## config.mk

```make
export PLATFORM = sky130hd
export DESIGN_NAME = preg_wb_arbiter
export DESIGN_NICKNAME = d
export VERILOG_FILES = /design/src/rtl/preg_wb_arbiter.sv
export SDC_FILE = /design/constraint.sdc
export NUM_CORES = 1
export LEC_CHECK = 0
export BUFFER_PORTS_ARGS = -buffer_cell sky130_fd_sc_hd__buf_2
export CAP_MARGIN = 20
export CORE_MARGIN = 10
export CORE_UTILIZATION = 40
export DETAILED_ROUTE_END_ITERATION = 8
export MAX_ROUTING_LAYER = met4
export PLACE_DENSITY = 0.73
export SYNTH_ARGS = -nofsm -noshare
export SYNTH_HDL_FRONTEND = slang
export SYNTH_SLANG_ARGS = --single-unit
```

## constraint.sdc

```tcl
create_clock -name clock -period 5.05 [get_ports clock]
set_input_delay 1.01 -clock clock [delete_from_list [all_inputs] [get_ports clock]]
set_output_delay 1.01 -clock clock [all_outputs]
set_load 0.005 [all_outputs]
```

## src/rtl/preg_wb_arbiter.sv

```systemverilog
// preg_wb_arbiter: writeback arbiter that merges results from three execution
// units into two physical register file write ports.
// Each source has a small FIFO. Heads are granted in round-robin scan order,
// with at most two grants per cycle, and the write ports are registered.
// Optional feature: define PREG_WB_PERF_CNT_EN to build the blocked-result
// stall counter. When it is undefined, perf_stall_cnt is tied to zero.
module preg_wb_arbiter #(
  parameter int FIFO_DEPTH = 2
) (
  input  logic        clock,
  input  logic        reset,
  input  logic        src0_valid,
  output logic        src0_ready,
  input  logic [5:0]  src0_preg,
  input  logic [63:0] src0_data,
  input  logic        src1_valid,
  output logic        src1_ready,
  input  logic [5:0]  src1_preg,
  input  logic [63:0] src1_data,
  input  logic        src2_valid,
  output logic        src2_ready,
  input  logic [5:0]  src2_preg,
  input  logic [63:0] src2_data,
  output logic        wren0,
  output logic        wren1,
  output logic [5:0]  waddr0,
  output logic [5:0]  waddr1,
  output logic [63:0] wdata0,
  output logic [63:0] wdata1,
  output logic        wb_idle,
  output logic [31:0] perf_stall_cnt
);

  localparam int PW = (FIFO_DEPTH > 1) ? $clog2(FIFO_DEPTH) : 1;
  localparam int CW = PW + 1;
  localparam logic [CW-1:0] FULL = CW'(FIFO_DEPTH);

  logic [2:0]    valid;
  logic [2:0]    ready;
  logic [2:0]    push;
  logic [2:0]    pop;
  logic [2:0]    nonempty;
  logic [5:0]    in_preg   [3];
  logic [63:0]   in_data   [3];
  logic [PW-1:0] wr_ptr    [3];
  logic [PW-1:0] rd_ptr    [3];
  logic [CW-1:0] count     [3];
  logic [5:0]    preg_mem  [3][FIFO_DEPTH];
  logic [63:0]   data_mem  [3][FIFO_DEPTH];
  logic [5:0]    head_preg [3];
  logic [63:0]   head_data [3];

  logic [1:0]    rr_ptr;
  logic [1:0]    rr_next;
  logic [1:0]    scan [3];
  logic          g0_v;
  logic          g1_v;
  logic [1:0]    g0_src;
  logic [1:0]    g1_src;
  logic [1:0]    last_src;

  assign valid      = {src2_valid, src1_valid, src0_valid};
  assign in_preg[0] = src0_preg;
  assign in_preg[1] = src1_preg;
  assign in_preg[2] = src2_preg;
  assign in_data[0] = src0_data;
  assign in_data[1] = src1_data;
  assign in_data[2] = src2_data;
  assign src0_ready = ready[0];
  assign src1_ready = ready[1];
  assign src2_ready = ready[2];

  // Per-source status decoded only from registered counts, so ready has no
  // combinational path from any input. Results for preg 0 are accepted and
  // then dropped instead of being enqueued.
  always_comb begin
    ready     = '0;
    nonempty  = '0;
    push      = '0;
    for (int s = 0; s < 3; s++) begin
      head_preg[s] = preg_mem[s][rd_ptr[s]];
      head_data[s] = data_mem[s][rd_ptr[s]];
      ready[s]     = (count[s] < FULL);
      nonempty[s]  = (count[s] != '0);
      push[s]      = valid[s] && ready[s] && (in_preg[s] != 6'd0);
    end
  end

  // FIFO pointers and occupancy. A full FIFO never pushes, even in a cycle
  // in which it pops, because ready is derived from the pre-pop count.
  always_ff @(posedge clock or posedge reset) begin
    if (reset) begin
      for (int s = 0; s < 3; s++) begin
        wr_ptr[s] <= '0;
        rd_ptr[s] <= '0;
        count[s]  <= '0;
      end
    end else begin
      for (int s = 0; s < 3; s++) begin
        if (push[s]) wr_ptr[s] <= wr_ptr[s] + PW'(1);
        if (pop[s])  rd_ptr[s] <= rd_ptr[s] + PW'(1);
        case ({push[s], pop[s]})
          2'b10:   count[s] <= count[s] + CW'(1);
          2'b01:   count[s] <= count[s] - CW'(1);
          default: count[s] <= count[s];
        endcase
      end
    end
  end

  // FIFO storage. The contents are only meaningful under count, so they are
  // not reset.
  always_ff @(posedge clock) begin
    for (int s = 0; s < 3; s++) begin
      if (push[s]) begin
        preg_mem[s][wr_ptr[s]] <= in_preg[s];
        data_mem[s][wr_ptr[s]] <= in_data[s];
      end
    end
  end

  // Round-robin scan starting at rr_ptr. The first non-empty head is granted
  // to port 0 and the second to port 1. A third non-empty head waits.
  always_comb begin
    g0_v     = 1'b0;
    g1_v     = 1'b0;
    g0_src   = 2'd0;
    g1_src   = 2'd0;
    pop      = '0;
    scan[0]  = rr_ptr;
    scan[1]  = (rr_ptr == 2'd2) ? 2'd0 : rr_ptr + 2'd1;
    scan[2]  = (rr_ptr == 2'd0) ? 2'd2 : rr_ptr - 2'd1;
    for (int k = 0; k < 3; k++) begin
      if (nonempty[scan[k]]) begin
        if (!g0_v) begin
          g0_v   = 1'b1;
          g0_src = scan[k];
        end else if (!g1_v) begin
          g1_v   = 1'b1;
          g1_src = scan[k];
        end
      end
    end
    if (g0_v) pop[g0_src] = 1'b1;
    if (g1_v) pop[g1_src] = 1'b1;
    last_src = g1_v ? g1_src : g0_src;
    rr_next  = (last_src == 2'd2) ? 2'd0 : last_src + 2'd1;
  end

  // Pointer advance: the scan resumes just past the last source served.
  always_ff @(posedge clock or posedge reset) begin
    if (reset) begin
      rr_ptr <= 2'd0;
    end else if (g0_v) begin
      rr_ptr <= rr_next;
    end
  end

  // Registered write ports. A port that is not granted drives all zeros.
  always_ff @(posedge clock or posedge reset) begin
    if (reset) begin
      wren0  <= 1'b0;
      wren1  <= 1'b0;
      waddr0 <= '0;
      waddr1 <= '0;
      wdata0 <= '0;
      wdata1 <= '0;
    end else begin
      wren0  <= g0_v;
      wren1  <= g1_v;
      waddr0 <= g0_v ? head_preg[g0_src] : 6'd0;
      waddr1 <= g1_v ? head_preg[g1_src] : 6'd0;
      wdata0 <= g0_v ? head_data[g0_src] : 64'd0;
      wdata1 <= g1_v ? head_data[g1_src] : 64'd0;
    end
  end

  assign wb_idle = (count[0] == '0) && (count[1] == '0) && (count[2] == '0)
                   && !wren0 && !wren1;

`ifdef PREG_WB_PERF_CNT_EN
  logic stall;
  logic [31:0] stall_cnt;

  assign stall = (|(valid & ~ready)) || (|(nonempty & ~pop));

  // Count cycles in which a result is refused or a buffered head is left
  // waiting. The counter wraps naturally at 2^32.
  always_ff @(posedge clock or posedge reset) begin
    if (reset) begin
      stall_cnt <= '0;
    end else if (stall) begin
      stall_cnt <= stall_cnt + 32'd1;
    end
  end

  assign perf_stall_cnt = stall_cnt;
`else
  assign perf_stall_cnt = 32'd0;
`endif

endmodule

```

==> results.sh, run 1 <==
export IMPL_finalSetupViolations=0
export IMPL_cts_setup_buffers=0
export IMPL_startpoint="rr_ptr[1]"
export IMPL_htreeDepth=2
export IMPL_final_hold_viol_count=0
export IMPL_cts_tree="done"
export IMPL_drv_cap=0
export IMPL_drcViolationCount=0
export IMPL_worst_pin_slew_ns=1.11
export IMPL_synth_warnings=0
export IMPL_antenna_found_initial=6
export IMPL_crit_fanout=42
export IMPL_gp_congestion=0.817
export IMPL_path_delay_family="simple AND/OR/NAND/NOR gates"
export IMPL_synth_area_leaders="edfxtp_1 57%, dfrtp_1 18%, mux2i_1 6.3%"
export IMPL_cts_resized=0
export IMPL_p_per_area_mw_per_mm2=739
export IMPL_floorplan_initialDensity_pct=40.3
export IMPL_reg2reg_slack_ns=1.60
export IMPL_period_share_pct=68.3
export IMPL_syn_to_final_growth_pct=20.3
export IMPL_critical_path_required_ns=5.54
export IMPL_grt_pass1_vias=14300
export IMPL_nets=1934
export IMPL_post_synth_top_count_cell="edfxtp_1"
export IMPL_clockRootBuffer="clkbuf_16"
export IMPL_worst_ep_arrival_time_ns=3.94
export IMPL_grt_max_degree=157
export IMPL_min_from="wr_ptr[2]"
export IMPL_rows=86
export IMPL_syn_inst=1348
export IMPL_worst_r2r_path_depth=9
export IMPL_post_route_util_pct=48.5
export IMPL_cts_sinks=576
export IMPL_async_flop_share_pct=27.1
export IMPL_use_met2_pct=33.3
export IMPL_start_kind="flop"
export IMPL_synth_top_cell_by_area="edfxtp_1"
export IMPL_tns_ns=0
export IMPL_vias_per_cell=5.39
export IMPL_grt_pass1_wl_mm=90.0
export IMPL_hpwl_mm=38.5
export IMPL_clock_skew_ns=0.0218
export IMPL_cp_endpoint="wdata1[54]"
export IMPL_synth_edf_count=420
export IMPL_pre_cts_slack_ns=1.47
export IMPL_max_stage_delay_ns=0.65
export IMPL_slowest_stage="buf_4"
export IMPL_busiest_layer="met2"
export IMPL_drive_above_1_share_pct=32.5
export IMPL_postLayoutSetupSlackWorst_ns=1.60
export IMPL_seq_area_frac_synth_pct=74.6
export IMPL_slew_viol_final=0
export IMPL_drt_first_pass_iters=5
export IMPL_worstReg2RegEnd="wdata1[54]"
export IMPL_numCtsBuffers=57
export IMPL_period_minus_slack_ns=3.45
export IMPL_max_freq_mhz=290
export IMPL_grt_overflow_total=0
export IMPL_ys_ff_latch=576
export IMPL_synth_top_area_share_pct=57.0
export IMPL_synth_commonest_cells="420 x edfxtp_1, 156 x dfrtp_1, 144 x nand2_1"
export IMPL_wl_per_cell_um=24.6
export IMPL_die_area_mm2=0.0652
export IMPL_cp_depth=9
export IMPL_final_antenna_net_count=0
export IMPL_cts_hold_buf=0
export IMPL_path_buf_inv=2
export IMPL_outcome="complete, no violations"
export IMPL_core_mm2=0.0550
export IMPL_syn_area_per_cell_um2=16.4
export IMPL_setup_worst_path_end_class="flop"
export IMPL_gr_usage_all_layers_pct=19.1
export IMPL_yosysUniqueCellTypes=51
export IMPL_clkLatencyLatePin_ns=0.62
export IMPL_critPathKind="reg -> reg"
export IMPL_drt_wl_total_mm=61.9
export IMPL_path_clk_slew_ns=0.06
export IMPL_numPortBuffers=360
export IMPL_cts_path_max_buffers=3
export IMPL_die_h_um=255
export IMPL_synth_ff_type="edfxtp_1"
export IMPL_grt_use_met3_pct=4.11
export IMPL_worstReg2RegStart="rr_ptr[1]"
export IMPL_io_pins=393
export IMPL_fp_dieW_um=255
export IMPL_use_met1_pct=21.7
export IMPL_maxSlewHeadroom_pct=25.9
export IMPL_via_count=13600
export IMPL_p_leak_uw=0.0107
export IMPL_min_path_type="reg -> reg"
export IMPL_rsz0062_at_grt="false"
export IMPL_netlist_area_mm2=0.0221
export IMPL_crit_chain="inv_1 -> ha_1 -> nor3_1 -> a211o_1 -> nor4b_2 -> or3_4 -> buf_4 -> a21oi_1 -> a22o_1"
export IMPL_peakVddDrop_mv=0.617
export IMPL_initialDrtViolationCount=971
## cell families (layout without fill, tap and decap cells)
kind of cell,after synthesis,after routing,share of synthesized area [%]
flops,576,576,74.6
compound gates,239,239,8.27
mux,210,210,9.89
simple gates,181,181,3.40
buf+inv,120,501,2.90
xor+xnor,15,15,0.593
fa+ha+maj,6,6,0.339
other cells,1,38,0.0169
## routing by layer
layer / wire (µm) / part of all wire (%)
met5: 0 / 0
met4: 1410 / 2.3
met3: 5100 / 8.2
met2: 32200 / 52
met1: 23200 / 37
## flip-flops by register name (all words and copies together), names as in the netlist
| signal | cells |
|---|---|
| preg_mem | 36 |
| data_mem | 384 |
| wren0 | 1 |
| count | 6 |
| rr_ptr | 2 |
| wren1 | 1 |
| wdata1 | 64 |
| waddr1 | 6 |
| waddr0 | 6 |
| wdata0 | 64 |
| rd_ptr | 3 |
| wr_ptr | 3 |
## power breakdown
group | switching, µW | internal, µW | total [µW]
logic | 5060 | 3120 | 8180
clock network | 1780 | 2490 | 4270
registers | 675 | 6560 | 7240
total | 7510 | 12200 | 19700
## how the worst min path moves through the flow
stage / to / slack, ns / cells after the start
after global routing: data_mem[0][33] / 0.55 / 1
final: wr_ptr[2] / 0.55 / 1
after global placement: count[0] / 0.52 / 1
after detailed placement: count[0] / 0.54 / 1
after CTS: data_mem[0][174] / 0.54 / 1
after floorplan: wr_ptr[0] / 0.47 / 1
## cells in the final DEF (no fill, tap or decap), types with 2 or more instances in the layout
master	n
edfxtp_1	420
buf_2	360
dfrtp_1	153
nand2_1	144
mux2i_1	140
o221ai_1	72
a21oi_1	71
mux2_2	70
a22o_1	70
clkbuf_16	57
conb_1	32
buf_4	21
xnor2_1	12
clkinv_2	12
inv_1	10
clkbuf_1	10
nor2_1	9
clkbuf_8	7
diode_2	6
nor2_4	6
clkinvlp_4	6
ha_1	6
bufinv_16	6
clkinv_1	5
or4_1	3
o311ai_0	3
nor3_1	3
nand2b_1	3
o21a_1	3
xor2_1	3
dfrtp_4	3
or2_2	2
o21ai_0	2
inv_6	2
clkinv_8	2
buf_12	2
## area by class of cell
| type | count | area, µm² |
|---|---|---|
| Tap cell | 748 | 936 |
| Clock inverter | 32 | 347 |
| Multi-Input combinational cell | 683 | 5210 |
| Fill cell | 4623 | 28300 |
| Inverter | 12 | 48.8 |
| Timing Repair Buffer | 383 | 2000 |
| Clock buffer | 74 | 1560 |
| Antenna cell | 6 | 15.0 |
| Sequential cell | 576 | 16500 |
## metrics by stage
stage | power [µW] | hold WS [ns] | instance area (µm²) | std cells
after floorplan | 12400 | 0.468 | 22300 | 1379
after global placement | 15200 | 0.518 | 24700 | 2401
after detailed placement | 15400 | 0.536 | 24700 | 2401
after CTS | 19700 | 0.539 | 26600 | 2507
after global routing | 20700 | 0.550 | 26600 | 2514
final | 19700 | 0.548 | 26600 | 2514
Power figures use the tool's default switching activity.
==> run 2, diff against run 1 <==
--- a/config.mk
+++ b/config.mk
@@ -11,7 +11,7 @@
 export CORE_UTILIZATION = 40
 export DETAILED_ROUTE_END_ITERATION = 8
 export MAX_ROUTING_LAYER = met4
-export PLACE_DENSITY = 0.73
+export PLACE_DENSITY = 0.7
 export SYNTH_ARGS = -nofsm -noshare
 export SYNTH_HDL_FRONTEND = slang
 export SYNTH_SLANG_ARGS = --single-unit
==> constraint.sdc (replaced) <==
create_clock -name clock -period 3.2 [get_ports clock]
set_input_delay 0.64 -clock clock [delete_from_list [all_inputs] [get_ports clock]]
set_output_delay 0.64 -clock clock [all_outputs]
set_load 0.005 [all_outputs]
==> run 2 against run 1 <==
Clock power is 64% higher. Sequential share of layout area is 0.96 points lower. Setup slack worse by 1.3 ns. Critical path depth stayed put. First-iteration DRC count is 11% lower. Clock-buffer cell count is 10 higher. Cell count is 0.91% higher. Clock skew is 0.0024 ns higher. Wire length is 1.5% higher. Global-route usage is 0.25 points higher. Non-clock buffer count is 14 higher. Critical path type unchanged.
==> results.sh, run 2 (same netlist as run 1, synthesis figures left out) <==
export IMPL_fillerInstances=4603
export IMPL_final_antenna_net_count=0
export IMPL_instances_no_fill=2537
export IMPL_vias_per_cell=5.36
export IMPL_setup_worst_path_end_class="flop"
export IMPL_rows=86
export IMPL_rsz0062_at_grt="false"
export IMPL_numPortBuffers=360
export IMPL_fp_dieW_um=255
export IMPL_cts_path_max_buffers=3
export IMPL_clockRootBuffer="clkbuf_16"
export IMPL_initialDrtViolationCount=861
export IMPL_maxSlewHeadroom_pct=33.4
export IMPL_period_minus_slack_ns=2.93
export IMPL_via_count=13600
export IMPL_grt_pass1_wl_mm=91.0
export IMPL_largest_register_ffs=384
export IMPL_numCtsBuffers=59
export IMPL_worst_ep_arrival_time_ns=3.42
export IMPL_floorplan_initialDensity_pct=40.3
export IMPL_worst_pin_slew_ns=0.996
export IMPL_drv_cap=0
export IMPL_max_stage_delay_ns=0.44
export IMPL_final_hold_viol_count=0
export IMPL_postLayoutSetupSlackWorst_ns=0.271
export IMPL_whs_ns=0.188
export IMPL_cts_tree="done"
export IMPL_place_inst=2416
export IMPL_die_h_um=255
export IMPL_critical_path_required_ns=3.69
export IMPL_final_common_cell="edfxtp_1"
export IMPL_crit_fanout=36
export IMPL_nets=1950
export IMPL_io_pins=393
export IMPL_peakVddDrop_mv=1.22
export IMPL_gp_congestion=0.826
export IMPL_clkLatencyLatePin_ns=0.61
export IMPL_p_per_area_mw_per_mm2=1170
export IMPL_finalSetupViolations=0
export IMPL_pre_cts_slack_ns=0.237
export IMPL_drcViolationCount=0
export IMPL_cts_resized=0
export IMPL_p_leak_uw=0.0109
export IMPL_wl_per_cell_um=24.8
export IMPL_cts_setup_buffers=0
export IMPL_max_freq_mhz=341
export IMPL_path_clk_slew_ns=0.06
export IMPL_grt_pass1_vias=14500
export IMPL_final_cell_mix="420 x edfxtp_1, 360 x buf_2, 153 x dfrtp_1"
export IMPL_slowest_stage="dfrtp_1"
export IMPL_htreeDepth=2
export IMPL_crit_chain="inv_1 -> ha_1 -> nor3_1 -> a211o_1 -> nor4b_2 -> or3_4 -> buf_4 -> a21oi_1 -> a22o_1"
export IMPL_clock_skew_ns=0.0242
export IMPL_antenna_found_initial=11
export IMPL_drt_wl_total_mm=62.9
export IMPL_min_path_type="in -> async"
export IMPL_grt_max_degree=72
export IMPL_syn_to_final_growth_pct=22.2
export IMPL_slew_viol_final=0
export IMPL_start_kind="flop"
export IMPL_period_share_pct=91.5
export IMPL_core_mm2=0.0550
export IMPL_critPathKind="reg -> reg"
export IMPL_hpwl_mm=40.4
export IMPL_cts_sinks=576
export IMPL_drive_above_1_share_pct=33.1
export IMPL_drt_first_pass_iters=5
export IMPL_outcome="complete, no violations"
export IMPL_cts_hold_buf=0
export IMPL_gr_usage_all_layers_pct=19.3
export IMPL_grt_overflow_total=0
export IMPL_die_area_mm2=0.0652
[run 2: changes by cell type in the layout (fill, tap and decap cells not counted), moves of 3 or more]
cell        previous run  this run
buf_12                 2        19
clkbuf_1              10        16
clkbuf_16             57        61
clkinv_1               5         1
clkinv_4               0         4
diode_2                6        10
buf_4                 21        18
clkinvlp_4             6         3
[run 2: power by group]
part,switching [µW],leakage (µW),internal (µW)
sequential,867,0.00578,10300
combinational,8220,0.00415,5240
clock,2840,0.000983,4150
total,11900,0.0109,19700
[run 2: layer usage]
layer	GRT usage [%]	part of all wire (%)
met1	22.3	38
met2	33.5	52
met3	4.02	7.4
met4	5.87	2.2
met5	-	0
[run 2: worst paths after layout]
path	start	end	depth (start not counted)	slack, ns
min in group clock	src1_data[31]	data_mem[0][223]	1	0.21
min	reset	wdata1[20]	2	0.19
min reg2reg	count[0]	count[0]	1	0.54
max reg2reg	rr_ptr[1]	wdata1[15]	9	0.27
max in group asynchronous	reset	wdata0[8]	3	2.20
max	rr_ptr[1]	wdata1[15]	9	0.27
[run 2: layout make-up]
| cell class | instances | area [µm²] | share of cell area [%] |
|---|---|---|---|
| Clock buffer | 84 | 1680 | 6.22 |
| Multi-Input combinational cell | 683 | 5210 | 19.3 |
| Tap cell | 748 | 936 | 3.46 |
| Inverter | 12 | 48.8 | 0.180 |
| Antenna cell | 10 | 25.0 | 0.0925 |
| Clock inverter | 27 | 317 | 1.17 |
| Sequential cell | 576 | 16500 | 61.1 |
| Timing Repair Buffer | 397 | 2320 | 8.56 |
[run 2: critical path, delay by kind of cell (launching register included)]
| family | cells | cell delay [ns] |
|---|---|---|
| AO/OA/AOI/OAI | 3 | 0.82 |
| adder cells (fa/ha/maj) | 1 | 0.21 |
| flip-flops | 1 | 0.44 |
| AND/OR/NAND/NOR | 3 | 0.71 |
| buffers and inverters | 2 | 0.56 |
[run 2: through the flow]
step	TNS, ns	power [µW]	utilization, %	instance area [µm²]
floorplan	-525.10	19600	-	22300
global placement	0	24300	45.5	25000
detailed placement	0	24800	45.5	25000
CTS	0	31900	49.2	27000
global route	0	33200	49.2	27100
finish	0	31700	49.2	27100
